### src/rtl/display_pkg.sv
`default_nettype none
// +--------------------------------------------------------------------+
// | display_pkg: shared constants and helpers for the display scanner  |
// | Rev 1.0                                                            |
// +--------------------------------------------------------------------+
package display_pkg;

  localparam logic [3:0] BCD_MAX          = 4'd9;
  localparam int         DEFAULT_N_DIGITS = 4;
  // Widest frame the helpers below are sized for.
  localparam int         MAX_DIGITS       = 16;

  function automatic logic [MAX_DIGITS-1:0] an_off(input int n);
    logic [MAX_DIGITS-1:0] m;
    m = '0;
    for (int i = 0; i < MAX_DIGITS; i++) begin
      if (i < n) m[i] = 1'b1;
    end
    return m;
  endfunction

  function automatic logic [3:0] digit_nibble(input logic [4*MAX_DIGITS-1:0] frame,
                                              input int k);
    return frame[4*k +: 4];
  endfunction

  function automatic logic bcd_invalid(input logic [3:0] nib);
    return nib > BCD_MAX;
  endfunction

endpackage
`default_nettype wire

### src/rtl/scan_tick_gen.sv
`default_nettype none
// +--------------------------------------------------------------------+
// | scan_tick_gen: free-running slot prescaler with wrap tick          |
// | Rev 1.0                                                            |
// +--------------------------------------------------------------------+
module scan_tick_gen #(
  parameter int PRESCALE = 50000
) (
  input  logic                        clk,
  input  logic                        rst_n,
  output logic [$clog2(PRESCALE)-1:0] cnt,
  output logic                        tick
);

  localparam int               c_w    = $clog2(PRESCALE);
  localparam logic [c_w-1:0]   c_last = c_w'(PRESCALE - 1);

  logic [c_w-1:0] r_cnt;

  always_ff @(posedge clk or negedge rst_n) begin
    if (!rst_n) begin
      r_cnt <= '0;
    end else if (r_cnt == c_last) begin
      r_cnt <= '0;
    end else begin
      r_cnt <= r_cnt + c_w'(1);
    end
  end

  assign cnt  = r_cnt;
  assign tick = (r_cnt == c_last);

endmodule
`default_nettype wire

### src/rtl/display_scan_ctrl.sv
`default_nettype none
// +--------------------------------------------------------------------+
// | display_scan_ctrl: multiplexed 7-seg scan with frame-sync updates  |
// | Rev 1.0                                                            |
// +--------------------------------------------------------------------+
module display_scan_ctrl #(
  parameter int N_DIGITS = display_pkg::DEFAULT_N_DIGITS,
  parameter int PRESCALE = 50000,
  parameter int DEAD     = 2
) (
  input  logic                  clk,
  input  logic                  rst_n,
  input  logic                  load,
  input  logic [4*N_DIGITS-1:0] digits_in,
  input  logic [N_DIGITS-1:0]   dot_in,
  input  logic                  blank_lz,
  output logic [3:0]            bin,
  output logic                  dot,
  output logic [N_DIGITS-1:0]   an,
  output logic                  upd_ack,
  output logic                  bcd_err
);

  import display_pkg::*;

  localparam int                          c_cnt_w      = $clog2(PRESCALE);
  localparam int                          c_idx_w      = $clog2(N_DIGITS);
  localparam logic [MAX_DIGITS-1:0]       c_an_off_all = an_off(N_DIGITS);
  localparam logic [N_DIGITS-1:0]         c_an_off     = c_an_off_all[N_DIGITS-1:0];
  localparam logic [c_idx_w-1:0]          c_idx_last   = c_idx_w'(N_DIGITS - 1);

  logic [c_cnt_w-1:0]      w_cnt;
  logic                    w_tick;
  logic [c_idx_w-1:0]      r_idx;
  logic [4*N_DIGITS-1:0]   r_shadow, r_active;
  logic [N_DIGITS-1:0]     r_shadow_dot, r_active_dot;
  logic                    r_pending;
  logic [N_DIGITS-1:0]     r_an;
  logic [3:0]              r_bin;
  logic                    r_dot, r_upd_ack, r_bcd_err;

  logic                    w_commit;
  logic [4*MAX_DIGITS-1:0] w_active_ext, w_shadow_ext;
  logic [N_DIGITS-1:0]     w_blank, w_an_sel;
  logic                    w_shadow_err;
  logic [3:0]              w_cur_nib;

  scan_tick_gen #(
    .PRESCALE (PRESCALE)
  ) u_tick (
    .clk   (clk),
    .rst_n (rst_n),
    .cnt   (w_cnt),
    .tick  (w_tick)
  );

  // Commit only at the last slot's tick so a frame is never torn.
  assign w_commit = w_tick && (r_idx == c_idx_last) && r_pending;

  always_comb begin
    w_active_ext                   = '0;
    w_shadow_ext                   = '0;
    w_active_ext[4*N_DIGITS-1:0]   = r_active;
    w_shadow_ext[4*N_DIGITS-1:0]   = r_shadow;
  end

  // Walk from the most significant digit down, tracking "all zero so far".
  always_comb begin
    logic v_zero;
    v_zero  = 1'b1;
    w_blank = '0;
    for (int k = N_DIGITS - 1; k >= 0; k--) begin
      v_zero     = v_zero && (digit_nibble(w_active_ext, k) == 4'd0);
      w_blank[k] = bcd_invalid(digit_nibble(w_active_ext, k)) ||
                   (blank_lz && (k != 0) && v_zero);
    end
  end

  always_comb begin
    w_shadow_err = 1'b0;
    for (int k = 0; k < N_DIGITS; k++) begin
      w_shadow_err = w_shadow_err || bcd_invalid(digit_nibble(w_shadow_ext, k));
    end
  end

  always_comb begin
    w_an_sel = c_an_off;
    for (int k = 0; k < N_DIGITS; k++) begin
      if (r_idx == c_idx_w'(k)) w_an_sel[k] = 1'b0;
    end
  end

  assign w_cur_nib = digit_nibble(w_active_ext, int'(r_idx));

  always_ff @(posedge clk or negedge rst_n) begin
    if (!rst_n) begin
      r_idx        <= '0;
      r_shadow     <= '0;
      r_shadow_dot <= '0;
      r_active     <= '0;
      r_active_dot <= '0;
      r_pending    <= 1'b0;
    end else begin
      if (w_tick) begin
        r_idx <= (r_idx == c_idx_last) ? '0 : r_idx + c_idx_w'(1);
      end
      if (w_commit) begin
        r_active     <= r_shadow;
        r_active_dot <= r_shadow_dot;
      end
      // A load in the commit cycle lands in shadow and stays pending.
      if (load) begin
        r_shadow     <= digits_in;
        r_shadow_dot <= dot_in;
        r_pending    <= 1'b1;
      end else if (w_commit) begin
        r_pending    <= 1'b0;
      end
    end
  end

  always_ff @(posedge clk or negedge rst_n) begin
    if (!rst_n) begin
      r_an      <= c_an_off;
      r_bin     <= 4'd0;
      r_dot     <= 1'b0;
      r_upd_ack <= 1'b0;
      r_bcd_err <= 1'b0;
    end else begin
      r_an      <= ((w_cnt < c_cnt_w'(DEAD)) || w_blank[r_idx]) ? c_an_off : w_an_sel;
      r_bin     <= w_cur_nib;
      r_dot     <= r_active_dot[r_idx];
      r_upd_ack <= w_commit;
      if (w_commit) r_bcd_err <= w_shadow_err;
    end
  end

  assign an      = r_an;
  assign bin     = r_bin;
  assign dot     = r_dot;
  assign upd_ack = r_upd_ack;
  assign bcd_err = r_bcd_err;

endmodule
`default_nettype wire

### config.mk
export PLATFORM = sky130hd
export DESIGN_NAME = display_scan_ctrl
export DESIGN_NICKNAME = d
export VERILOG_FILES = /design/src/rtl/display_pkg.sv /design/src/rtl/scan_tick_gen.sv /design/src/rtl/display_scan_ctrl.sv
export SDC_FILE = /design/constraint.sdc
export NUM_CORES = 1
export LEC_CHECK = 0
export ABC_AREA = 1
export CELL_PAD_IN_SITES_DETAIL_PLACEMENT = 1
export CELL_PAD_IN_SITES_GLOBAL_PLACEMENT = 1
export CORE_ASPECT_RATIO = 0.75
export CORE_MARGIN = 4
export CORE_UTILIZATION = 30
export CTS_BUF_LIST = sky130_fd_sc_hd__clkbuf_16
export DETAILED_ROUTE_END_ITERATION = 12
export PLACE_DENSITY = 0.63
export SLEW_MARGIN = 5
export SYNTH_ARGS = -nofsm -noshare
export SYNTH_HDL_FRONTEND = slang
export SYNTH_HIERARCHICAL = 1
export SYNTH_SLANG_ARGS = --single-unit
### constraint.sdc
create_clock -name clk -period 1.75 [get_ports clk]
set_input_delay 0.2625 -clock clk [delete_from_list [all_inputs] [get_ports clk]]
set_output_delay 0.2625 -clock clk [all_outputs]
set_load 0.01 [all_outputs]
==> flow_summary.yaml <==
status:
  status: "completed"
final_layout:
  area_growth_pct: 29.2
  drive_gt1_frac: 0.110
  layout_common_cells: "nand2_1 (100), dfrtp_1 (66), inv_1 (52), nor2_1 (48), o21ai_0 (47)"
  nets: 469
  layout_commonest_cell: "nand2_1"
  n_antenna_cell: 0
critical_path:
  crit_fanout: 1
  endpoint: "an[1]"
  r2r_slack_ns: 0.13
  startpoint_type: "register"
  path_depth: 1
  reg2reg_depth: 10
  slowest_delay_ns: 0.53
  cp-startpoint: "an[1]"
  r2r_start: "u_tick/cnt[1]"
  cp_top_family: "buffers and inverters"
  r2r-end: "r_active[15]"
  crit_path_cell_trace: "clkdlybuf4s50_1"
  timing.critical_path.buf_inv: 1
  crit_type: "register to output port"
  crit_path_end_kind: "output port"
  slowest_stage: "clkdlybuf4s50_1"
  required_ns: 1.49
  worst-endpoint-arrival_ns: 1.37
clock_tree:
  numCtsBuffers: 9
  cts_root_buffer: "clkbuf_16"
  cts_resized: 0
  clkLatencyLatePin_ns: 0.33
  clock-sinks: 70
  cts_max_path_buffers: 2
  cts.htree.levels: 3
  cts_tree: "yes"
  clkTransAtPathRegs_ns: 0.06
global_route:
  grt_pass1_vias: 2860
  grt_first_pass_wirelength_um: 14200
  grt_antenna_before_repair: 0
  grt_max_degree: 42
  grt.total_usage: 0.143
  grt-ovfl-total: 0
logic_synthesis:
  syn_area_per_cell_um2: 8.31
  synth-async-reset-ratio: 1.00
  synth_seq_cells: 70
  synthCells: 388
  synthesis.nets: 417
  yosys.cell_types.count: 28
  synth_edf_count: 0
  synth_area_um2: 3230
  yosys_warnings: 6
  synth-seq-area-share: 0.545
  synthFlopType: "dfrtp_1"
floorplanning:
  row_count: 32
  io_pins: 35
  dieArea_um2: 12500
  start_util: 0.311
  core_area_um2: 10400
  die_y_um: 97.8
  die_x_um: 128
timing:
  max_freq_mhz: 612
  period_needed_ns: 1.63
  worstMarginPinSlew_ns: 0.551
  rsz0062_at_grt: "no"
  hold_viol: 0
  finalClockSkew_ns: 0.00627
  setup_slack_ns: 0.116
  setup_violations: 0
  setup_tns_ns: 0
  drv_slew: 0
  slew_headroom: 0.633
  period_share: 0.934
routing:
  drt-initial-drc-count: 137
  num_vias: 2598
  ant_nets: 0
  vias_per_cell: 4.47
  wl_um: 8150
  drc: 0
  routedWlPerCell_um: 14.0
  detail_route.first_pass.iterations: 4
power:
  power_density_nw_per_um2: 913
  ir_drop_mv: 0.390
  leakagePower_nw: 2.03
place:
  place_congestion: 0.851
  io_buffers: 34
  dp_hpwl_um: 6010
  place_ws_ns: 0.124
hold_path:
  min_path_type: "input pin to async pin"
run:
  maxCapViolations: 0
## report_power, final
group          internal [mW]  switching, mW
Sequential              1.66         0.0178
Combinational         0.0823          0.103
Clock                   1.24          0.703
Total                   2.98          0.824
## how the worst min path moves through the flow
stage / start / end / slack [ns] / depth (start not counted)
after floorplan: rst_n / bcd_err / -0.03 / 0
after global placement: rst_n / r_shadow[3] / 0.29 / 1
after detailed placement: rst_n / r_shadow[1] / 0.29 / 1
after CTS: rst_n / r_shadow[5] / 0.46 / 2
after global routing: rst_n / r_shadow[5] / 0.51 / 2
final: rst_n / r_shadow[5] / 0.45 / 2
## cells in the mapped netlist (2+ instances only)
cell type / instances / area share
dfrtp_1: 66 / 0.51
xor2_1: 5 / 0.014
nor2_4: 3 / 0.010
a31oi_1: 2 / 0.0039
nand2_2: 6 / 0.012
nor2_1: 48 / 0.056
inv_1: 52 / 0.061
nand3_2: 2 / 0.0062
dfstp_2: 4 / 0.033
buf_2: 3 / 0.0047
o21ai_0: 47 / 0.073
nand4_1: 4 / 0.0078
o21ai_1: 5 / 0.0078
nand3_1: 12 / 0.019
ha_1: 5 / 0.019
clkbuf_1: 4 / 0.0047
nand2_1: 100 / 0.12
buf_6: 2 / 0.0070
nor3_1: 3 / 0.0047
a21oi_1: 7 / 0.011
## cells by family (layout without fill, tap and decap cells)
kind of cell | Yosys count | after routing | share of synthesized area
compound gates | 63 | 63 | 0.100
xor+xnor | 5 | 5 | 0.0136
simple gates | 182 | 182 | 0.243
fa+ha+maj | 5 | 5 | 0.0194
buf+inv | 63 | 120 | 0.0795
flops | 70 | 70 | 0.545
## stage by stage
step,power [mW],utilization,hold WS (ns),instance area (um2),std cells
final,3.81,0.402,0.449,4170,581
after CTS,3.86,0.400,0.464,4150,579
after global placement,1.89,0.369,0.292,3830,562
after detailed placement,1.90,0.369,0.292,3830,562
after global routing,3.95,0.402,0.506,4170,581
after floorplan,1.76,-,-0.0331,3230,388
## flip-flops by register name, summed over array words and instances, names as in the netlist
register	cells
an	4
bcd_err	1
bin	4
dot	1
r_active	16
r_active_dot	4
r_idx	2
r_pending	1
r_shadow	16
r_shadow_dot	4
u_tick/cnt	16
upd_ack	1
## final cells by class
cell class	instances	area, um2
timing repair buffer	51	515
sequential	70	1760
tap	136	170
clock inverter	7	88.8
fill	1232	6200
multi-input combinational	255	1210
clock buffer	9	225
inverter	53	199
## layer usage
metal / global-route usage / vias up / part of all wire
li1: - / 1316 / -
met1: 0.202 / 1228 / 0.51
met2: 0.217 / 44 / 0.44
met3: 0.0355 / 10 / 0.039
met4: 0.0465 / 0 / 0.014
met5: 0 / - / 0
## what timing repair did
action,4_1_cts,5_1_grt
endpoints found under the setup margin,0,1
hold buffers,1,0
buffers inserted,0,2
hold endpoints to repair,19,0
Note: power is estimated with default switching activity, not from simulation.
